--- config.mk ---
export PLATFORM = sky130hd
export DESIGN_NAME = apu_mixer
export DESIGN_NICKNAME = d
export VERILOG_FILES = /design/src/rtl/apu_mixer.sv
export SDC_FILE = /design/constraint.sdc
export NUM_CORES = 1
export LEC_CHECK = 0
export ABC_CLOCK_PERIOD_IN_PS = 7550
export CORE_ASPECT_RATIO = 1.4
export CORE_UTILIZATION = 30
export DETAILED_ROUTE_END_ITERATION = 8
export GPL_TIMING_DRIVEN = 0
export HOLD_SLACK_MARGIN = 0.08
export PLACE_DENSITY = 0.55
export SLEW_MARGIN = 15
export SYNTH_ARGS = -nofsm -noshare
export SYNTH_HDL_FRONTEND = slang
export SYNTH_SLANG_ARGS = --single-unit
--- constraint.sdc ---
create_clock -name clk -period 7.55 [get_ports clk]
set_clock_uncertainty 0.2 [all_clocks]
set_input_delay 1.1325 -clock clk [delete_from_list [all_inputs] [get_ports clk]]
set_output_delay 1.1325 -clock clk [all_outputs]
set_load 0.005 [all_outputs]
--- src/rtl/apu_mixer.sv ---
// apu_mixer: collects one 1-bit sample from each of NUM_CH channel streams, weights each
// sample by its channel volume, and emits the sum as a multi-bit sample stream and as a
// first-order sigma-delta (PDM) bitstream.
//
// Ports:
//   clk, rst_n            clock, asynchronous active-low reset
//   ch_data/ch_vld/ch_rdy per-channel 1-bit sample streams (bit i = channel i)
//   vol_data/vol_vld      packed per-channel volumes, channel i at [i*VOL_W +: VOL_W]
//   vol_rdy               always 1
//   sample/sample_vld/sample_rdy  mixed level stream
//   pdm_out               registered sigma-delta bitstream of the last accepted level
module apu_mixer #(
  parameter int unsigned NUM_CH = 5,
  parameter int unsigned VOL_W  = 4,
  parameter int unsigned SUM_W  = 7
) (
  input  logic                    clk,
  input  logic                    rst_n,
  input  logic [NUM_CH-1:0]       ch_data,
  input  logic [NUM_CH-1:0]       ch_vld,
  output logic [NUM_CH-1:0]       ch_rdy,
  input  logic [NUM_CH*VOL_W-1:0] vol_data,
  input  logic                    vol_vld,
  output logic                    vol_rdy,
  output logic [SUM_W-1:0]        sample,
  output logic                    sample_vld,
  input  logic                    sample_rdy,
  output logic                    pdm_out
);

  typedef enum logic [0:0] {StCollect, StEmit} state_e;

  state_e                    state_q, state_d;
  logic [NUM_CH-1:0]         captured_q, captured_d;
  logic [NUM_CH-1:0]         hold_q, hold_d;
  logic [NUM_CH*VOL_W-1:0]   vol_q, vol_d;
  logic [SUM_W-1:0]          sample_q, sample_d;
  logic                      sample_vld_q, sample_vld_d;
  logic [SUM_W-1:0]          level_q, level_d;
  logic [SUM_W-1:0]          acc_q, acc_d;
  logic                      pdm_q, pdm_d;

  logic [NUM_CH-1:0]         ch_hs;
  logic [SUM_W-1:0]          mix;
  logic [SUM_W:0]            pdm_sum;

  always_comb begin
    state_d      = state_q;
    captured_d   = captured_q;
    hold_d       = hold_q;
    sample_d     = sample_q;
    sample_vld_d = sample_vld_q;
    level_d      = level_q;
    vol_d        = vol_q;
    mix          = '0;

    ch_rdy = (state_q == StCollect) ? ~captured_q : '0;
    ch_hs  = ch_vld & ch_rdy;

    for (int unsigned i = 0; i < NUM_CH; i++) begin
      if (ch_hs[i]) hold_d[i] = ch_data[i];
    end
    captured_d = captured_q | ch_hs;

    // Uses the volumes currently held; a vol_vld on this same edge applies to the next mix.
    for (int unsigned i = 0; i < NUM_CH; i++) begin
      if (hold_d[i]) mix = mix + SUM_W'(vol_q[i*VOL_W +: VOL_W]);
    end

    unique case (state_q)
      StCollect: begin
        if (&captured_d) begin
          sample_d     = mix;
          sample_vld_d = 1'b1;
          state_d      = StEmit;
        end
      end
      StEmit: begin
        if (sample_rdy) begin
          level_d      = sample_q;
          sample_vld_d = 1'b0;
          captured_d   = '0;
          state_d      = StCollect;
        end
      end
      default: state_d = StCollect;
    endcase

    if (vol_vld) vol_d = vol_data;

    // First-order sigma-delta: the carry out of the phase accumulator is the PDM bit.
    pdm_sum = {1'b0, acc_q} + {1'b0, level_q};
    acc_d   = pdm_sum[SUM_W-1:0];
    pdm_d   = pdm_sum[SUM_W];
  end

  always_ff @(posedge clk or negedge rst_n) begin
    if (!rst_n) begin
      state_q      <= StCollect;
      captured_q   <= '0;
      hold_q       <= '0;
      vol_q        <= '1;
      sample_q     <= '0;
      sample_vld_q <= 1'b0;
      level_q      <= '0;
      acc_q        <= '0;
      pdm_q        <= 1'b0;
    end else begin
      state_q      <= state_d;
      captured_q   <= captured_d;
      hold_q       <= hold_d;
      vol_q        <= vol_d;
      sample_q     <= sample_d;
      sample_vld_q <= sample_vld_d;
      level_q      <= level_d;
      acc_q        <= acc_d;
      pdm_q        <= pdm_d;
    end
  end

  assign vol_rdy    = 1'b1;
  assign sample     = sample_q;
  assign sample_vld = sample_vld_q;
  assign pdm_out    = pdm_q;

endmodule
# Word level (Yosys, flattened, before mapping)
# Index checks and enable logic that the tools add are counted.
dict set report totals {
  ff_bits 54
  out_inout_bits 15
  latch_bits 0
  mem_count 0
  ramBits 0
  romBits 0
}
dict set report classes {
  n_addsub 5
  mul 0
  n_mux 19
  n_shift 0
  n_reduce_logical 4
  bitwise_logic 4
  n_eq_ne 2
  magnitude_cmp 0
  n_div 0
}
# op count
set op_table {}
lappend op_table {{adder 7 x 4 -> 7 bit} 4}
lappend op_table {{2-to-1 mux 7 bit} 4}
lappend op_table {{2-to-1 mux 5 bit} 3}
lappend op_table {{2-to-1 mux 1 bit} 9}
lappend op_table {{adder 7 x 7 -> 8 bit} 1}
lappend op_table {{AND reduction 6 bit} 1}
lappend op_table {{AND 5 bit} 1}
lappend op_table {{inverter 5 bit} 1}
lappend op_table {{bitwise OR 5 bit} 1}
lappend op_table {{AND reduction 5 bit} 1}
lappend op_table {{2-to-1 mux 4 bit} 1}
lappend op_table {{case mux 1 bit (2 select lines)} 2}
lappend op_table {{AND reduction 2 bit} 2}
lappend op_table {{inequality test 2 x 1 -> 1 bit, second input constant} 1}
lappend op_table {{inequality test 2 bit, second input constant} 1}
lappend op_table {{inverter 1 bit} 1}

# Longest topological paths before layout
# Gate-level depths: netlist of the first run.
dict set report depth {
  word_depth 13
  ltp_mapped 30
  ltp_nobuf 29
}

# Least setup slack after synthesis of the first run
# No wires, ideal clock.
dict set report synth_path {
  kind {in2reg}
  startpoint {input port ch_vld[0]}
  endpoint {register sample_q[4] (netlist: sample[4])}
  required_ns 7.214
  t_arrival_ns 6.011
  path_slack_ns 1.203
  path_buffers 1
  path_stages 28
  cell_sequence {or3b_1 > a21o_1 > buf_6 > nand2_1 > inv_1 > ha_1 > a21o_1 > a22o_1 > a311o_1 > xnor2_1 > o21ai_0 > ha_1 > o21ai_0 > nor2_1 > o32a_1 > nand2_1 > ha_1 > a211oi_1 > nor3_1 > a21oi_1 > inv_1 > ha_1 > nor2b_1 > o21ai_0 > xor2_1 > xnor2_1 > xnor2_1 > o21ai_0}
}
dict set report synth_via {
  elab_chain_cells 11
  word_cells_on_any_way 13
}
# element line_no
set synth_lines {}
lappend synth_lines {{from (decl)} 20} ;# input logic [NUM_CH-1:0] ch_vld,
lappend synth_lines {{AND 5 bit *} 58} ;# ch_hs = ch_vld & ch_rdy;
lappend synth_lines {{2-to-1 mux 1 bit *} 61} ;# if (ch_hs[i]) hold_d[i] = ch_data[i];
lappend synth_lines {{via hold_d[0]} 35} ;# logic [NUM_CH-1:0] hold_q, hold_d;
lappend synth_lines {{2-to-1 mux 4 bit *} 67} ;# if (hold_d[i]) mix = mix + SUM_W'(vol_q[i*VOL_W +: VOL_W]);
lappend synth_lines {{adder 7 x 4 -> 7 bit} 67}
lappend synth_lines {{2-to-1 mux 7 bit *} 67}
lappend synth_lines {{adder 7 x 4 -> 7 bit} 67}
lappend synth_lines {{2-to-1 mux 7 bit *} 67}
lappend synth_lines {{adder 7 x 4 -> 7 bit} 67}
lappend synth_lines {{2-to-1 mux 7 bit *} 67}
lappend synth_lines {{adder 7 x 4 -> 7 bit} 67}
lappend synth_lines {{2-to-1 mux 7 bit *} 67}
lappend synth_lines {{to (signal assigned)} 113} ;# sample_q <= sample_d;
lappend synth_lines {{to (decl)} 37} ;# logic [SUM_W-1:0] sample_q, sample_d;
# The timed path passes the listed nets; every way through them passes the cells marked *.
# A chain may end at the register's enable or synchronous reset.

# Worst setup path after layout of the first run
dict set report layout_path {
  startpoint {input port ch_vld[0]}
  endpoint {register sample_q[6] (netlist: sample[6])}
}
# Same word-level chain as after synthesis.

==> results.md, run 1 <==
* Hpwl dp at 5400 µm
* Crit path from: ch_vld[0]
* Reg-to-Reg End: sample[6]$_DFFE_PN0P_
* Int Pwr at about 1.1 mW
* Setup crit start kind: input pin
* Routed Antenna Nets at 0
* Starting Density at 31.1%
* Cells after Synth at 316
* Status: finished, final reports clean
* Slew @ Worst Pin at 0.771 ns
* Worst-path maximum fanout at 9
* Hold WC Path Type: flop to flop
* Grt ovf at 0
* Crit path capture: sample[6]$_DFFE_PN0P_
* Post-Synth Adder-Cell Area at 11.5%
* Final hold vios at 0
* CP max-delay cell: clkdlybuf4s50_1
* Iter 0 DRT Violations at ~40
* Post-synthesis mux area share at between 10% and 20%
* Leakage at 1.77 nW
* Worst-Skew Late Latency at 0.29 ns
* Final non-filler cell total at 509
* Drt pass-1 iters at 5
* Worst path depth at 29
* RePlAce Congestion at 0.851
* Ports at 49
* Clock power share at roughly 15%
* Layout area overhead at 25.3%
* Net count, final at 431
* Antenna Cells at 0
* Residual DRC count at 0
* WL/cell at between 10 and 15 µm
* CTS Hold Buffers Added at 0
* FP Rows at 44
* Crit path max-delay family: compound AO/OA/AOI/OAI gates
* CTS clk-pin slew, worst paths at 0.07 ns
* Peak supply drop at 139 µV
* Setup violators final at 0
* DRT Wirelength at 6930 µm
* CP Capture Type: flop
* Avg Inst Size Synth at 10.3 µm²
* Synth area leader: dfrtp_1
* Crit path largest cell delay at roughly 0.48 ns
* Compound-Gate Fraction of Synth Area at 15.7%
* Seq pwr share at 25.9%
* Final setup TNS at 0 ns
* CTS tree: built
* Pwr Total at roughly 1.8 mW
* CP arrival at 7.04 ns
* Vias in the first global route at between 2000 and 3000
* Async S/R FF share, synth at 100%
* RSZ-0062 raised after global routing: no
* Htree depth at 2
* Ys Warns at 0
* Synthesized area at 3260 µm²
* Logic pwr share at 59.5%
* CTS Root Buffer Type: clkbuf_16
* Via density at 4.76
* Vias post-DR at 2424
* Yosys top cell area share at 26.1%
* Hold depth at 1
* NetSw at 0.741 mW
* Placed cells at 501
* Initial antenna violation count at 0
* Buffers and inverters on the worst path at 4
* Mapped Nets at 377
* Post-Synth Simple-Gate Area at ~11%
* Register area share after synthesis at 42.3%
* Port bufs at 47
* Maximum buffer depth of the clock tree at 2
* Die area at ~11000 µm²
* Main synth FF type: dfrtp_1
* # clock sinks at 54
* Post-Synth XOR/XNOR Area at roughly 4.0%
* Layout cells sized above 1 at 16.2%
* Die Span X at 90.0 µm
* R2r startpoint: state_q$_DFF_PN0_
* Area contributors post-synth: dfrtp_1, dfstp_2, mux2_2
* Pin count of the biggest net entering global routing at 55
* Num CTS Buffers at 5
* Crit share post-route at 93.7%
* Fin. max-slew vios at 0
* Final Critical Period at 7.08 ns
* Sw frac at 41.2%
* EDFF count, synth at 0
* R2R Setup Slk at 1.28 ns
* Critical path type: input pin to flop
* # Max-Cap Violations at 0
* Req. time, crit path at 7.51 ns
* First-pass GRT wire length at 11800 µm
* Vert. Die Dim at 125 µm
* Largest family of logic cells by synthesized area: compound AO/OA/AOI/OAI gates
* GRT Util Overall at 13.1%
* Yosys cell types at 48
* Most Frequent Cell on Critical Path: ha_1
* FF+latch count, synth at 54
* Core ar. at around 10000 µm²
* Pwr dens at 440 nW/µm²
* Relative slew margins at 47.1%
* R2r worst-path depth at 28
* Max Fclk at 141 MHz
==> stage by stage <==
stage / worst slack [ns] / hold slack, ns / instance area, µm² / utilization (%)
floorplan: 1.20 / 0.243 / 3260 / -
global placement: 0.121 / 0.256 / 3900 / 37.3
detailed placement: 0.0284 / 0.260 / 3900 / 37.2
CTS: 0.305 / 0.276 / 4060 / 38.8
global route: 0.0713 / 0.292 / 4080 / 39.0
finish: 0.472 / 0.270 / 4080 / 39.0
==> repair_timing <==
item | 4_1_cts | 5_1_grt
endpoints found under the hold margin | 0 | 0
buffers inserted | 0 | 0
resized for setup | 0 | 4
setup endpoints to repair | 0 | 3
==> cells in the mapped netlist, types with 2 or more instances <==
cell type and number:
nand2_1 20, dfstp_2 20, nor2_1 28, a21o_1 9, a31oi_1 3, o21ai_0 25, clkbuf_1 3, nand3_1 4
inv_1 24, o21bai_1 2, nor3_1 4, o22ai_1 5, a21oi_1 13, fa_1 5, mux2_2 26, ha_1 22
buf_1 2, dfrtp_1 34, xnor2_1 12, a211oi_1 8, a22o_1 2, nor2b_1 3, and2_1 3, o21a_1 2
nand2b_1 3, mux2i_1 7, nor3b_1 4, xor2_1 3
==> power by group through the flow <==
| stage | Clock, mW | Combinational (mW) | Sequential [mW] |
|---|---|---|---|
| 2_1_floorplan | 0 | 0.805 | 0.452 |
| 3_3_place_gp | 0 | 1.04 | 0.467 |
| 3_5_place_dp | 0 | 1.06 | 0.470 |
| 4_1_cts | 0.273 | 1.07 | 0.466 |
| 5_1_grt | 0.282 | 1.23 | 0.480 |
| 6_report | 0.261 | 1.07 | 0.465 |
==> cell type report <==
class	count	area, µm²
Tap cell	138	173
Clock inverter	2	37.5
Buffer	7	37.5
Inverter	24	90.1
Fill cell	1075	6380
Timing Repair Buffer	47	468
Clock buffer	6	129
Multi-Input combinational cell	231	1770
Sequential cell	54	1380
==> how the worst min path moves through the flow <==
stage	from	endpoint	slack [ns]
after floorplan	acc_q[0]$_DFF_PN0_	acc_q[0]$_DFF_PN0_	0.24
after CTS	acc_q[0]$_DFF_PN0_	acc_q[0]$_DFF_PN0_	0.28
after global routing	acc_q[0]$_DFF_PN0_	acc_q[0]$_DFF_PN0_	0.29
after global placement	acc_q[0]$_DFF_PN0_	acc_q[0]$_DFF_PN0_	0.26
final	acc_q[0]$_DFF_PN0_	acc_q[0]$_DFF_PN0_	0.27
after detailed placement	acc_q[0]$_DFF_PN0_	acc_q[0]$_DFF_PN0_	0.26
==> flip-flops by register name, indices dropped and copies added (netlist names) <==
name and count:
pdm_out 1, level_q 7, hold_q 5, vol_q 20, sample 7, acc_q 7
captured_q 5, sample_vld 1, state_q 1
==> cells in the final DEF (no fill, tap or decap), types with 2 or more instances in the layout <==
cell             instances
clkdlybuf4s50_1         46
dfrtp_1                 34
nor2_1                  28
mux2_2                  26
inv_1                   24
o21ai_0                 23
ha_1                    22
nand2_1                 20
dfstp_2                 20
a21oi_1                 13
xnor2_1                 12
a21o_1                   9
a211oi_1                 8
mux2i_1                  7
o22ai_1                  5
fa_1                     5
clkbuf_16                5
nor3b_1                  4
nand3_1                  4
clkbuf_1                 4
nor3_1                   4
a31oi_1                  3
xor2_1                   3
and2_1                   3
nor2b_1                  3
nand2b_1                 3
a22o_1                   2
o21bai_1                 2
buf_1                    2
o21a_1                   2
buf_4                    2
==> cells by family after synthesis <==
family / count (synthesis)
and+or+nand+nor: 77
DFF: 54
xor gates and xnor gates: 15
other: 1
adders and majority gates: 27
AOI/OAI and AO/OA: 78
muxes: 33
buffers and inverters: 31
==> metal layers <==
layer  vias to the layer above  GRT usage (%)  part of all wire, %
li1                       1228              -                    -
met2                        33           25.0                   55
met5                         -              0                    0
met1                      1153           14.2                   41
met4                         0           4.74                  2.1
met3                        10           2.37                  2.4
Note: power is estimated with default switching activity, not from simulation.
==> run 2, diff against run 1 <==
GPL_TIMING_DRIVEN = not set   (was 0)
==> results.md, run 2 (synthesis gave the netlist of run 1 again) <==
* Status: finished, final reports clean (unchanged)
* Die Span X at 90.0 µm (unchanged)
* Pre-CTS setup slack at 0.179 ns (was 0.0284 ns)
* Final hold vios at 0 (unchanged)
* Num CTS Buffers at 5 (unchanged)
* First-pass GRT wire length at 11700 µm (was 11800 µm)
* DRT Wirelength at 6710 µm (was 6930 µm)
* Hpwl dp at 5280 µm (was 5400 µm)
* Core ar. at 10500 µm² (unchanged)
* Ports at 49 (unchanged)
* Leakage at 1.77 nW (about the same)
* R2r worst-path depth at 27 (was 28)
* Hold WC Path Type: flop to flop (unchanged)
* Htree depth at 2 (unchanged)
* Initial antenna violation count at 0 (unchanged)
* Iter 0 DRT Violations at 76 (was 41)
* Maximum buffer depth of the clock tree at 2 (unchanged)
* Peak supply drop at 126 µV (was 139 µV)
* Net count, final at 429 (was 431)
* Crit share post-route at 92.0% (was 93.7%)
* WL/cell at 13.2 µm (was 13.6 µm)
* Grt ovf at 0 (unchanged)
* Commonest non-fill, non-tap cell in the layout: clkdlybuf4s50_1 (unchanged)
* Max Fclk at 144 MHz (was 141 MHz)
* Largest Register: vol_q (unchanged)
* Global route hottest layer: met2 (unchanged)
* Met3 GRT Util at 2.43% (was 2.37%)
* Vias post-DR at 2446 (was 2424)
* CTS clk-pin slew, worst paths at 0.07 ns (about the same)
* Layout area overhead at 24.3% (was 25.3%)
* Final Critical Period at 6.94 ns (was 7.08 ns)
* FP Rows at 44 (unchanged)
* Die area at 11300 µm² (unchanged)
* Max reg flops at 20 (unchanged)
* Pwr dens at 436 nW/µm² (was 440 nW/µm²)
* Layout cells sized above 1 at 16.5% (was 16.2%)
* Filler instances at 1070 (was 1075)
* Worst-Skew Late Latency at 0.30 ns (was 0.29 ns)
* CP Capture Type: flop (unchanged)
* Placed cells at 499 (was 501)
* Final non-filler cell total at 507 (was 509)
* Slew @ Worst Pin at 0.920 ns (was 0.771 ns)
* Vias in the first global route at 2486 (was 2516)
* Setup violators final at 0 (unchanged)
* Routed Antenna Nets at 0 (unchanged)
* # Max-Cap Violations at 0 (unchanged)
* Critical path type: input pin to flop (unchanged)
* Final setup margin at 0.607 ns (was 0.472 ns)
* CP arrival at 6.91 ns (was 7.04 ns)
* Residual DRC count at 0 (unchanged)
* Pin count of the biggest net entering global routing at 55 (unchanged)
* Hold depth at 1 (unchanged)
* Port bufs at 47 (unchanged)
* Fin. max-slew vios at 0 (unchanged)
* Met2 GRT Util at 23.9% (was 25.0%)
* Drt pass-1 iters at 4 (was 5)
* Antenna Cells at 0 (unchanged)
* RePlAce Congestion at 0.791 (was 0.851)
* Vert. Die Dim at 125 µm (unchanged)
* Setup crit start kind: input pin (unchanged)
* # clock sinks at 54 (unchanged)
* RSZ-0062 raised after global routing: no (unchanged)
* Grt met1 use at 14.3% (was 14.2%)
* CTS Root Buffer Type: clkbuf_16 (unchanged)
* Starting Density at 31.1% (unchanged)
* Worst-path maximum fanout at 9 (unchanged)
* Via density at 4.82 (was 4.76)
* Commonest cells after routing, fill and taps aside: clkdlybuf4s50_1, dfrtp_1, nor2_1, mux2_2 (was clkdlybuf4s50_1, dfrtp_1, nor2_1, mux2_2, inv_1)
* Final setup TNS at 0 ns (unchanged)
* Setup Buffers After CTS at 0 (unchanged)
* CTS tree: built (unchanged)
* Relative slew margins at 38.5% (was 47.1%)
* Req. time, crit path at 7.52 ns (was 7.51 ns)
* GRT Util Overall at 13.0% (was 13.1%)
==> run 2: repair_timing <==
action | in CTS | in global routing
setup endpoints to repair | 0 | 1
gates resized for setup | 0 | 1
hold buffers | 0 | 0
endpoints found under the hold margin | 0 | 0
==> run 2: final timing paths <==
kind | startpoint | endpoint | slack [ns]
max | ch_vld[0] | sample[6]$_DFFE_PN0P_ | 0.61
min | acc_q[0]$_DFF_PN0_ | acc_q[0]$_DFF_PN0_ | 0.27
max reg2reg | state_q$_DFF_PN0_ | sample[6]$_DFFE_PN0P_ | 1.29
min reg2reg | acc_q[0]$_DFF_PN0_ | acc_q[0]$_DFF_PN0_ | 0.27
max in group asynchronous | rst_n | sample[2]$_DFFE_PN0P_ | 5.95
min in group asynchronous | rst_n | captured_q[0]$_DFF_PN0_ | 0.76
==> run 2: power breakdown <==
part / switching [mW] / internal (mW)
clock network: 0.105 / 0.132
registers: 0.0691 / 0.399
logic: 0.557 / 0.500
==> run 2: area by class of cell <==
class	count	area, µm²	area share [%]
inverter	24	90.1	2.23
timing repair buffer	52	503	12.4
multi-input combinational	231	1750	43.3
sequential	54	1380	34.0
clock inverter	2	12.5	0.309
clock buffer	6	139	3.43
tap	138	173	4.27
==> run 2: metrics by stage <==
| step | power, mW | util, % | hold WS, ns | cell area [µm²] |
|---|---|---|---|---|
| after CTS | 1.79 | 38.7 | 0.277 | 4050 |
| after detailed placement | 1.54 | 37.2 | 0.261 | 3890 |
| after floorplan | 1.26 | - | 0.243 | 3260 |
| after global routing | 1.95 | 38.7 | 0.305 | 4050 |
| after global placement | 1.51 | 37.2 | 0.255 | 3890 |
| final | 1.76 | 38.7 | 0.275 | 4050 |
==> run 2: routing by layer <==
metal | part of all wire (%) | routed length (µm)
met2 | 54 | 3610
met1 | 41 | 2740
met3 | 2.7 | 182
met5 | 0 | 0
met4 | 2.7 | 181
==> run 2: worst max-delay path, stage by stage <==
cell,delay (ns)
clkdlybuf4s50_1,0.49
or3b_1,0.40
a21o_1,0.29
nand2_1,0.14
inv_1,0.05
ha_1,0.26
a21o_1,0.19
a22o_1,0.22
a311o_1,0.37
xnor2_1,0.14
o21ai_0,0.16
ha_1,0.29
o21ai_0,0.09
nor2_1,0.09
o32a_1,0.33
nand2_1,0.09
ha_1,0.25
a211oi_1,0.23
nor3_1,0.08
a21oi_1,0.18
inv_1,0.07
ha_1,0.29
nor2b_1,0.13
o21ai_0,0.35
a21boi_0,0.17
o21a_1,0.21
a31oi_1,0.14
o31ai_1,0.08
==> run 3, diff against run 2 <==
CORE_MARGIN = 4   (was not set)
==> results.md, run 3 (synthesis gave the netlist of run 1 again) <==
* Status: finished, final reports clean (unchanged)
* Die area at 12600 µm² (was 11300 µm²)
* Routed Antenna Nets at 0 (unchanged)
* Leakage at 1.76 nW (was 1.77 nW)
* CTS Hold Buffers Added at 0 (unchanged)
* CP arrival at 6.91 ns (about the same)
* Setup crit start kind: input pin (unchanged)
* Vias post-DR at 2427 (was 2446)
* Relative slew margins at 38.9% (was 38.5%)
* CP Capture Type: flop (unchanged)
* Layout area overhead at 24.2% (was 24.3%)
* Hold WS at 0.273 ns (was 0.275 ns)
* Crit path max-delay family: compound AO/OA/AOI/OAI gates (unchanged)
* Hold depth at 1 (unchanged)
* Final setup TNS at 0 ns (unchanged)
* First-pass GRT wire length at 11900 µm (was 11700 µm)
* Net count, final at 429 (unchanged)
* Vert. Die Dim at 131 µm (was 125 µm)
* Starting Density at 31.0% (was 31.1%)
* Htree depth at 2 (unchanged)
* CTS clk-pin slew, worst paths at 0.07 ns (about the same)
* Hpwl dp at 5450 µm (was 5280 µm)
* CP max-delay cell: clkdlybuf4s50_1 (unchanged)
* Crit path largest cell delay at 0.50 ns (was 0.49 ns)
* Buffers and inverters on the worst path at 3 (unchanged)
* Die Span X at 96.0 µm (was 90.0 µm)
* Max reg flops at 20 (unchanged)
* CTS tree: built (unchanged)
* Peak supply drop at 121 µV (was 126 µV)
* Req. time, crit path at 7.52 ns (about the same)
* RSZ-0062 raised after global routing: no (unchanged)
* Commonest non-fill, non-tap cell in the layout: clkdlybuf4s50_1 (unchanged)
* Critical path type: input pin to flop (unchanged)
* Worst-path maximum fanout at 9 (unchanged)
* Post-cts resize count at 0 (unchanged)
* Grt ovf at 0 (unchanged)
* Iter 0 DRT Violations at 79 (was 76)
* Worst-Skew Late Latency at 0.29 ns (was 0.30 ns)
* Commonest cells after routing, fill and taps aside: clkdlybuf4s50_1, dfrtp_1, nor2_1, mux2_2, inv_1 (was clkdlybuf4s50_1, dfrtp_1, nor2_1, mux2_2)
* Drt pass-1 iters at 4 (unchanged)
* FP Rows at 44 (unchanged)
* Crit share post-route at 92.0% (about the same)
* Pin count of the biggest net entering global routing at 55 (unchanged)
* RePlAce Congestion at 0.812 (was 0.791)
* Final Critical Period at 6.94 ns (about the same)
* Final setup margin at 0.607 ns (about the same)
* Ports at 49 (unchanged)
* Via density at 4.79 (was 4.82)
* Initial antenna violation count at 0 (unchanged)
* Layout cells sized above 1 at 16.5% (unchanged)
* Pwr dens at 436 nW/µm² (about the same)
* Fin. max-slew vios at 0 (unchanged)
* Most Frequent Cell on Critical Path: ha_1 (unchanged)
* Setup violators final at 0 (unchanged)
* Vias in the first global route at 2575 (was 2486)
* Max Fclk at 144 MHz (about the same)
* Antenna Cells at 0 (unchanged)
* Hold WC Path Type: flop to flop (unchanged)
* Final hold vios at 0 (unchanged)
* Port bufs at 47 (unchanged)
* GRT Util Overall at 11.7% (was 13.0%)
* R2r worst-path depth at 27 (unchanged)
* # Max-Cap Violations at 0 (unchanged)
* Residual DRC count at 0 (unchanged)
* DRT Wirelength at 6790 µm (was 6710 µm)
* WL/cell at 13.4 µm (was 13.2 µm)
* # clock sinks at 54 (unchanged)
* Slew @ Worst Pin at 0.913 ns (was 0.920 ns)
* Worst path depth at 28 (unchanged)
* Largest Register: vol_q (unchanged)
* CTS Root Buffer Type: clkbuf_16 (unchanged)
* Maximum buffer depth of the clock tree at 2 (unchanged)
* Num CTS Buffers at 5 (unchanged)
* Setup Buffers After CTS at 0 (unchanged)
* Core ar. at 10500 µm² (about the same)
* Pre-CTS setup slack at 0.174 ns (was 0.179 ns)
## run 3: layout make-up
class                           instances  area, µm²
Tap cell                              138        173
Fill cell                            1059       6470
Timing Repair Buffer                   52        503
Multi-Input combinational cell        231       1750
Clock buffer                            5        125
Clock inverter                          3       23.8
Inverter                               24       90.1
Sequential cell                        54       1380
## run 3: final timing paths
kind / startpoint / end / slack (ns)
max: ch_vld[0] / sample[6]$_DFFE_PN0P_ / 0.61
max in group asynchronous: rst_n / sample[0]$_DFFE_PN0P_ / 5.94
min: acc_q[0]$_DFF_PN0_ / acc_q[0]$_DFF_PN0_ / 0.27
min reg2reg: acc_q[0]$_DFF_PN0_ / acc_q[0]$_DFF_PN0_ / 0.27
max reg2reg: state_q$_DFF_PN0_ / sample[6]$_DFFE_PN0P_ / 1.31
min in group asynchronous: rst_n / hold_q[1]$_DFF_PN0_ / 0.76
## run 3: layer usage
layer  vias up  global-route usage (%)  share of wire, %  routed length (µm)
met5         -                       0                 0                   0
met4         0                    4.91               2.5                 171
met3         7                    1.83               3.1                 211
met2        37                    20.7                53                3630
met1      1152                    13.7                41                2780
li1       1231                       -                 -                   -
## run 3: per-stage QoR
| step | std cells | area, µm² | power, mW | util [%] |
|---|---|---|---|---|
| finish | 507 | 4040 | 1.76 | 38.4 |
| global route | 507 | 4040 | 1.96 | 38.4 |
| CTS | 507 | 4040 | 1.79 | 38.4 |
| detailed placement | 499 | 3890 | 1.54 | 37.0 |
| global placement | 499 | 3890 | 1.51 | 37.0 |
| floorplan | 316 | 3260 | 1.26 | - |
## run 3: where the power goes
group / internal (mW) / total [mW] / switching [mW]
registers: 0.399 / 0.468 / 0.0694
clock network: 0.124 / 0.234 / 0.110
logic: 0.499 / 1.06 / 0.560
## run 3: worst reg2reg max path: stages (launching register included)
cell	delay, ns
dfrtp_1	0.55
or3b_1	0.49
a21o_1	0.28
nand2_1	0.14
inv_1	0.06
ha_1	0.27
a21o_1	0.19
a22o_1	0.22
a311o_1	0.38
xnor2_1	0.14
o21ai_0	0.20
ha_1	0.30
o21ai_0	0.09
nor2_1	0.09
o32a_1	0.34
nand2_1	0.09
ha_1	0.25
a211oi_1	0.21
nor3_1	0.07
a21oi_1	0.19
inv_1	0.07
ha_1	0.30
nor2b_1	0.14
o21ai_1	0.25
a21boi_0	0.16
o21a_1	0.21
a31oi_1	0.14
o31ai_1	0.08
